### src/rtl/ahb_to_apb_bridge_if.sv
// Bus bundle for the AHB-Lite to APB4 bridge.
// The slave modport is the bridge's view; the master modport is the view of
// the environment that drives AHB requests and answers APB accesses.
interface ahb_to_apb_bridge_if #(
  parameter int ADDRWIDTH = 16
);
  logic                 HSEL;
  logic [ADDRWIDTH-1:0] HADDR;
  logic [1:0]           HTRANS;
  logic [2:0]           HSIZE;
  logic [3:0]           HPROT;
  logic                 HWRITE;
  logic                 HREADY;
  logic [31:0]          HWDATA;
  logic                 HREADYOUT;
  logic [31:0]          HRDATA;
  logic                 HRESP;
  logic [ADDRWIDTH-1:0] PADDR;
  logic                 PSEL;
  logic                 PENABLE;
  logic                 PWRITE;
  logic [3:0]           PSTRB;
  logic [2:0]           PPROT;
  logic [31:0]          PWDATA;
  logic [31:0]          PRDATA;
  logic                 PREADY;
  logic                 PSLVERR;

  modport slave (
    input  HSEL, HADDR, HTRANS, HSIZE, HPROT, HWRITE, HREADY, HWDATA,
    input  PRDATA, PREADY, PSLVERR,
    output HREADYOUT, HRDATA, HRESP,
    output PADDR, PSEL, PENABLE, PWRITE, PSTRB, PPROT, PWDATA
  );

  modport master (
    output HSEL, HADDR, HTRANS, HSIZE, HPROT, HWRITE, HREADY, HWDATA,
    output PRDATA, PREADY, PSLVERR,
    input  HREADYOUT, HRDATA, HRESP,
    input  PADDR, PSEL, PENABLE, PWRITE, PSTRB, PPROT, PWDATA
  );
endinterface

### src/rtl/ahb_to_apb_bridge.sv
// Single-clock AHB-Lite slave to APB4 master bridge. Every accepted AHB
// transfer becomes one APB SETUP/ACCESS sequence; all outputs are registered.
// Optional build macro APB_TIMEOUT_EN bounds the ACCESS-phase wait to
// TIMEOUT_CYCLES cycles and turns an expired wait into an ERROR response.
//
// state  | meaning
// IDLE   | ready, HREADYOUT=1, no APB activity
// WDATA  | AHB write data phase, HWDATA captured into PWDATA
// SETUP  | APB setup phase, PSEL=1 PENABLE=0
// ACCESS | APB access phase, PSEL=1 PENABLE=1, waiting for PREADY
// ERR1   | first ERROR cycle, HRESP=1 HREADYOUT=0
// ERR2   | second ERROR cycle, HRESP=1 HREADYOUT=1, may accept next transfer
module ahb_to_apb_bridge #(
  parameter int ADDRWIDTH      = 16,
  parameter int TIMEOUT_CYCLES = 255
) (
  input logic                HCLK,
  input logic                HRESETn,
  ahb_to_apb_bridge_if.slave bus
);

  localparam logic [2:0] ST_IDLE   = 3'd0;
  localparam logic [2:0] ST_WDATA  = 3'd1;
  localparam logic [2:0] ST_SETUP  = 3'd2;
  localparam logic [2:0] ST_ACCESS = 3'd3;
  localparam logic [2:0] ST_ERR1   = 3'd4;
  localparam logic [2:0] ST_ERR2   = 3'd5;

  logic [2:0]           state;
  logic                 hreadyout_q;
  logic                 hresp_q;
  logic [31:0]          hrdata_q;
  logic [ADDRWIDTH-1:0] paddr_q;
  logic                 psel_q;
  logic                 penable_q;
  logic                 pwrite_q;
  logic [3:0]           pstrb_q;
  logic [2:0]           pprot_q;
  logic [31:0]          pwdata_q;

  logic                 accept;
  logic                 illegal;
  logic [3:0]           strb_nxt;
  logic [ADDRWIDTH-1:0] haddr;
  logic                 timeout_hit;

  // HPROT[3:2] (cacheable/bufferable) has no APB4 counterpart.
  logic unused_hprot;
  assign unused_hprot = ^bus.HPROT[3:2];

  assign haddr  = bus.HADDR;
  assign accept = bus.HSEL & bus.HTRANS[1] & bus.HREADY & hreadyout_q &
                  ((state == ST_IDLE) | (state == ST_ERR2));

  // Size/alignment decode and write strobes for the transfer being offered
  always_comb begin
    illegal  = (bus.HSIZE > 3'd2) ||
               ((bus.HSIZE == 3'd1) && bus.HADDR[0]) ||
               ((bus.HSIZE == 3'd2) && (bus.HADDR[1:0] != 2'b00));
    strb_nxt = 4'b0000;
    if (bus.HWRITE) begin
      case (bus.HSIZE)
        3'd0:    strb_nxt = 4'b0001 << bus.HADDR[1:0];
        3'd1:    strb_nxt = bus.HADDR[1] ? 4'b1100 : 4'b0011;
        default: strb_nxt = 4'b1111;
      endcase
    end
  end

`ifdef APB_TIMEOUT_EN
  localparam int CNT_W = ($clog2(TIMEOUT_CYCLES + 1) > 8) ? $clog2(TIMEOUT_CYCLES + 1) : 8;
  logic [CNT_W-1:0] wait_cnt;

  // Terminal count is one below the limit so the error is taken on the edge
  // that would make the count equal TIMEOUT_CYCLES.
  assign timeout_hit = (wait_cnt == CNT_W'(TIMEOUT_CYCLES - 1));

  // Count ACCESS cycles spent waiting for PREADY, cleared on the way into ACCESS
  always_ff @(posedge HCLK or negedge HRESETn) begin
    if (!HRESETn) begin
      wait_cnt <= '0;
    end else if (state == ST_SETUP) begin
      wait_cnt <= '0;
    end else if ((state == ST_ACCESS) && !bus.PREADY) begin
      wait_cnt <= wait_cnt + 1'b1;
    end
  end
`else
  localparam int unused_timeout = TIMEOUT_CYCLES;
  assign timeout_hit = 1'b0;
`endif

  // Bridge FSM; every output register is loaded with its next-state value
  always_ff @(posedge HCLK or negedge HRESETn) begin
    if (!HRESETn) begin
      state       <= ST_IDLE;
      hreadyout_q <= 1'b1;
      hresp_q     <= 1'b0;
      hrdata_q    <= '0;
      paddr_q     <= '0;
      psel_q      <= 1'b0;
      penable_q   <= 1'b0;
      pwrite_q    <= 1'b0;
      pstrb_q     <= '0;
      pprot_q     <= '0;
      pwdata_q    <= '0;
    end else begin
      case (state)
        ST_IDLE, ST_ERR2: begin
          state       <= ST_IDLE;
          hreadyout_q <= 1'b1;
          hresp_q     <= 1'b0;
          if (accept) begin
            hreadyout_q <= 1'b0;
            if (illegal) begin
              state   <= ST_ERR1;
              hresp_q <= 1'b1;
            end else begin
              paddr_q  <= haddr;
              pwrite_q <= bus.HWRITE;
              pstrb_q  <= strb_nxt;
              pprot_q  <= {~bus.HPROT[0], 1'b1, bus.HPROT[1]};
              if (bus.HWRITE) begin
                state <= ST_WDATA;
              end else begin
                state  <= ST_SETUP;
                psel_q <= 1'b1;
              end
            end
          end
        end
        ST_WDATA: begin
          pwdata_q <= bus.HWDATA;
          psel_q   <= 1'b1;
          state    <= ST_SETUP;
        end
        ST_SETUP: begin
          penable_q <= 1'b1;
          state     <= ST_ACCESS;
        end
        ST_ACCESS: begin
          if (bus.PREADY) begin
            psel_q    <= 1'b0;
            penable_q <= 1'b0;
            if (bus.PSLVERR) begin
              state   <= ST_ERR1;
              hresp_q <= 1'b1;
            end else begin
              state       <= ST_IDLE;
              hreadyout_q <= 1'b1;
              if (!pwrite_q) hrdata_q <= bus.PRDATA;
            end
          end else if (timeout_hit) begin
            psel_q    <= 1'b0;
            penable_q <= 1'b0;
            state     <= ST_ERR1;
            hresp_q   <= 1'b1;
          end
        end
        ST_ERR1: begin
          state       <= ST_ERR2;
          hreadyout_q <= 1'b1;
        end
        default: begin
          state       <= ST_IDLE;
          hreadyout_q <= 1'b1;
          hresp_q     <= 1'b0;
          psel_q      <= 1'b0;
          penable_q   <= 1'b0;
        end
      endcase
    end
  end

  assign bus.HREADYOUT = hreadyout_q;
  assign bus.HRESP     = hresp_q;
  assign bus.HRDATA    = hrdata_q;
  assign bus.PADDR     = paddr_q;
  assign bus.PSEL      = psel_q;
  assign bus.PENABLE   = penable_q;
  assign bus.PWRITE    = pwrite_q;
  assign bus.PSTRB     = pstrb_q;
  assign bus.PPROT     = pprot_q;
  assign bus.PWDATA    = pwdata_q;

endmodule

### src/flat_wrapper.sv
// flat-port wrapper written by rule: the top's interface ports become plain ports
module ahb_to_apb_bridge_flat 
#(
  parameter int ADDRWIDTH      = 16,
  parameter int TIMEOUT_CYCLES = 255
)
  (HCLK, HRESETn, bus_HSEL, bus_HADDR, bus_HTRANS, bus_HSIZE, bus_HPROT, bus_HWRITE, bus_HREADY, bus_HWDATA, bus_PRDATA, bus_PREADY, bus_PSLVERR, bus_HREADYOUT, bus_HRDATA, bus_HRESP, bus_PADDR, bus_PSEL, bus_PENABLE, bus_PWRITE, bus_PSTRB, bus_PPROT, bus_PWDATA);
  ahb_to_apb_bridge_if #(.ADDRWIDTH(ADDRWIDTH)) bus_i ();
  input logic HCLK;
  input logic HRESETn;
  input wire logic [$bits(bus_i.HSEL)-1:0] bus_HSEL;
  input wire logic [$bits(bus_i.HADDR)-1:0] bus_HADDR;
  input wire logic [$bits(bus_i.HTRANS)-1:0] bus_HTRANS;
  input wire logic [$bits(bus_i.HSIZE)-1:0] bus_HSIZE;
  input wire logic [$bits(bus_i.HPROT)-1:0] bus_HPROT;
  input wire logic [$bits(bus_i.HWRITE)-1:0] bus_HWRITE;
  input wire logic [$bits(bus_i.HREADY)-1:0] bus_HREADY;
  input wire logic [$bits(bus_i.HWDATA)-1:0] bus_HWDATA;
  input wire logic [$bits(bus_i.PRDATA)-1:0] bus_PRDATA;
  input wire logic [$bits(bus_i.PREADY)-1:0] bus_PREADY;
  input wire logic [$bits(bus_i.PSLVERR)-1:0] bus_PSLVERR;
  output wire logic [$bits(bus_i.HREADYOUT)-1:0] bus_HREADYOUT;
  output wire logic [$bits(bus_i.HRDATA)-1:0] bus_HRDATA;
  output wire logic [$bits(bus_i.HRESP)-1:0] bus_HRESP;
  output wire logic [$bits(bus_i.PADDR)-1:0] bus_PADDR;
  output wire logic [$bits(bus_i.PSEL)-1:0] bus_PSEL;
  output wire logic [$bits(bus_i.PENABLE)-1:0] bus_PENABLE;
  output wire logic [$bits(bus_i.PWRITE)-1:0] bus_PWRITE;
  output wire logic [$bits(bus_i.PSTRB)-1:0] bus_PSTRB;
  output wire logic [$bits(bus_i.PPROT)-1:0] bus_PPROT;
  output wire logic [$bits(bus_i.PWDATA)-1:0] bus_PWDATA;
  assign bus_i.HSEL = bus_HSEL;
  assign bus_i.HADDR = bus_HADDR;
  assign bus_i.HTRANS = bus_HTRANS;
  assign bus_i.HSIZE = bus_HSIZE;
  assign bus_i.HPROT = bus_HPROT;
  assign bus_i.HWRITE = bus_HWRITE;
  assign bus_i.HREADY = bus_HREADY;
  assign bus_i.HWDATA = bus_HWDATA;
  assign bus_i.PRDATA = bus_PRDATA;
  assign bus_i.PREADY = bus_PREADY;
  assign bus_i.PSLVERR = bus_PSLVERR;
  assign bus_HREADYOUT = bus_i.HREADYOUT;
  assign bus_HRDATA = bus_i.HRDATA;
  assign bus_HRESP = bus_i.HRESP;
  assign bus_PADDR = bus_i.PADDR;
  assign bus_PSEL = bus_i.PSEL;
  assign bus_PENABLE = bus_i.PENABLE;
  assign bus_PWRITE = bus_i.PWRITE;
  assign bus_PSTRB = bus_i.PSTRB;
  assign bus_PPROT = bus_i.PPROT;
  assign bus_PWDATA = bus_i.PWDATA;
  ahb_to_apb_bridge #(.ADDRWIDTH(ADDRWIDTH), .TIMEOUT_CYCLES(TIMEOUT_CYCLES)) u_core (.HCLK(HCLK), .HRESETn(HRESETn), .bus(bus_i));
endmodule
### config.mk
export PLATFORM = sky130hd
export DESIGN_NAME = ahb_to_apb_bridge_flat
export DESIGN_NICKNAME = d
export VERILOG_FILES = /design/src/rtl/ahb_to_apb_bridge_if.sv /design/src/rtl/ahb_to_apb_bridge.sv /design/src/flat_wrapper.sv
export SDC_FILE = /design/constraint.sdc
export NUM_CORES = 1
export LEC_CHECK = 0
export ABC_AREA = 1
export CAP_MARGIN = 20
export CORE_ASPECT_RATIO = 1.25
export CORE_MARGIN = 4
export CORE_UTILIZATION = 67
export CTS_CLUSTER_SIZE = 40
export DETAILED_ROUTE_END_ITERATION = 8
export DONT_BUFFER_PORTS = 1
export HOLD_SLACK_MARGIN = 0.05
export PLACE_DENSITY = 0.91
export SYNTH_ARGS = -nofsm -noshare
export SYNTH_HDL_FRONTEND = slang
export SYNTH_SLANG_ARGS = --single-unit
### constraint.sdc
create_clock -name HCLK -period 2 [get_ports HCLK]
set_input_delay 0.4 -clock HCLK [delete_from_list [all_inputs] [get_ports HCLK]]
set_output_delay 0.4 -clock HCLK [all_outputs]
set_load 0.01 [all_outputs]
==> metrics <==
Max Cap Viol=0; clock skew=10.53 ps; die area=0.007035 mm^2; height of the die=92.78 um; final wirelength=8493 um; H-tree depth=3; Setup WS pre-CTS=381.2 ps; final setup violation count=0; TritonCTS clock tree=yes; unrepaired setup endpoints after global routing=false; FF+latch count, synth=95; antenna-violating nets left=0; Cells after Synth=442; Yosys top cell by area=dfrtp_1; Slew @ Worst Pin=904.7 ps; Max Clk Rate=607.0 MHz; post-synthesis sequential area ratio=0.6174; number of flops mapped to enable cells by yosys=0; crit path kind=register to register; startpoint types=register; pwr dens=1560 mW/mm^2; CP Max Fanout=32; mean number of vias per cell=5.442; Finished Cell Area=0.004104 mm^2; crit path cell chain=inv_1 > nand2_1 > nor2_2 > inv_1 > nand2_1 > nand2_1; Post-Syn Area=0.003852 mm^2; GRT Total Usage=0.2464; area delta synth->final=6.528%; via count=2,770; total CTS buffers=9; clk_lat worst skew=350 ps; TNS Setup=0 ps; IO Count=188; first-pass GRT wire length=13,070 um; GRT overflow=0; dpl hpwl=6391 um; Final Hold Vio Count=95; CP top delay family=buffers and inverters; Wirelength per Cell=16.69 um; die width=75.82 um; antenna violations before repair=0; post-synth top area share=0.6106; largest net degree at the start of global routing=96; critical path required time=2290 ps; Iter 0 DRT Violations=136; Async S/R FF share, synth=1.000; hold slack final=-270.7 ps; Max rail drop VDD=0.8998 mV; Final nets=536; clock sinks=95; Row Count=30; initial core utilization=0.6982; kind of end point of the critical path=register; buffers plus inverters on the worst setup path=2; Main synth FF type=dfrtp_1; syn nets=538; crit path DAT=1940 ps; Most Frequent Cell on Critical Path=nand2_1; CTS root buf=clkbuf_8; vias in the first global route=2,821; Max clock buf depth=2; CP max stage cell=inv_1; drt drc=0; share of cells above drive strength 1=0.07416; violations in the final reports=hold timing; static leakage=2.311 nW; DR pass1 iterations=4; yosys synthesis warning count=0; min cycle time layout=1647 ps; CP max stage delay=660 ps; total chip power=6.402 mW; status=complete, but fails checks; Cell Area, Placed=0.003874 mm^2; Hold Path Class=input pin to asynchronous set/reset pin; Buffers on Ports=0; Pins Over Slew Limit=0; gpl congestion=0.8830; final clock period utilization by the worst path=0.8237; Reg clk slew, reported paths=90 ps; Final WS setup=352.6 ps; Syn Area/Cell=8.716 um^2; synth unique cells=24; antenna cells=0; top post-synthesis cells by area=dfrtp_1 (61%), nand2_1 (20%), o21ai_0 (5.2%), inv_1 (4.3%), nand3_1 (1.4%); Core Area=0.005518 mm^2; Max-Slew Margin vs Limit=0.3962
## state kept, by name, indices dropped and copies added (netlist names)
register,flops
u_core.bus.HRESP,1
u_core.bus.PSTRB,4
u_core.bus.PENABLE,1
u_core.bus.PADDR,16
u_core.bus.PWDATA,32
u_core.bus.PWRITE,1
u_core.state,3
u_core.bus.HRDATA,32
u_core.bus.PSEL,1
u_core.bus.HREADYOUT,1
u_core.bus.PPROT,3
## logic make-up (layout without fill, tap and decap cells)
logic type             count (synthesis)  count (layout)  synth area share
AOI/OAI and AO/OA                     45              45           0.05943
buffers and inverters                 62              65           0.06885
DFF                                   95              95            0.6174
and+or+nand+nor                      240             240            0.2543
## layer usage
layer | up-vias | global-route usage | share of wire
met3 | 21 | 0.08686 | 0.12
met2 | 153 | 0.4357 | 0.52
li1 | 1334 | - | -
met4 | 0 | 0.1152 | 0.026
met1 | 1262 | 0.2471 | 0.33
met5 | - | 0 | 0
## cells in the mapped netlist (2+ instances only)
library cell	instances
a21oi_1	2
o21ai_0	40
o21ai_1	2
nor2_1	10
inv_1	44
clkbuf_1	3
dfrtp_1	94
buf_6	2
inv_2	2
nor2_2	3
buf_2	9
nand2_2	2
nand2_1	208
nand3_1	11
## final timing paths
path | start | end | slack (ps) | cells after the start
min in group HCLK | bus_HPROT[0] | u_core.bus.PPROT[2] | 160 | 1
hold / removal | HRESETn | u_core.bus.PWDATA[27] | -270 | 0
max in group asynchronous | HRESETn | u_core.bus.HREADYOUT | 2080 | 0
hold reg to reg | u_core.bus.HREADYOUT | u_core.bus.HREADYOUT | 510 | 2
setup / recovery | u_core.state[1] | u_core.bus.PWDATA[22] | 350 | 6
setup reg to reg | u_core.state[1] | u_core.bus.PWDATA[22] | 350 | 6
## cell usage in the layout, fill, tap and decap left out, types with 2 or more instances in the layout
| cell type | count |
|---|---|
| clkinvlp_4 | 2 |
| o21ai_1 | 2 |
| nand2_2 | 2 |
| dfrtp_1 | 94 |
| nand3_1 | 11 |
| inv_1 | 44 |
| nor2_1 | 10 |
| nor2_2 | 3 |
| inv_2 | 2 |
| o21ai_0 | 40 |
| a21oi_1 | 2 |
| clkbuf_8 | 10 |
| bufinv_16 | 2 |
| nand2_1 | 208 |
## report_power, final
part	internal (mW)	switching, mW	total, mW	leakage [nW]
sequential	2.69	0.930	3.62	1.23
combinational	0.488	0.900	1.39	0.968
clock	0.744	0.653	1.40	0.109
## timing repair
action,in CTS,in global routing
hold endpoints to repair,95,95
buffers inserted,0,0
endpoints found under the setup margin,0,0
resized for setup,0,0
## area by class of cell
cell class                      count  area, um^2
Clock buffer                       10       137.6
Timing Repair Buffer                2       27.53
Clock inverter                      6       92.59
Fill cell                         369        1414
Inverter                           47       178.9
Sequential cell                    95        2379
Tap cell                           64       80.08
Multi-Input combinational cell    285        1209
## per-stage QoR
step | instances | util
3_5_place_dp | 493 | 0.7020
4_1_cts | 509 | 0.7438
3_3_place_gp | 493 | 0.7020
2_1_floorplan | 442 | -
5_1_grt | 509 | 0.7438
6_report | 509 | 0.7438
Note: power is estimated with default switching activity, not from simulation.
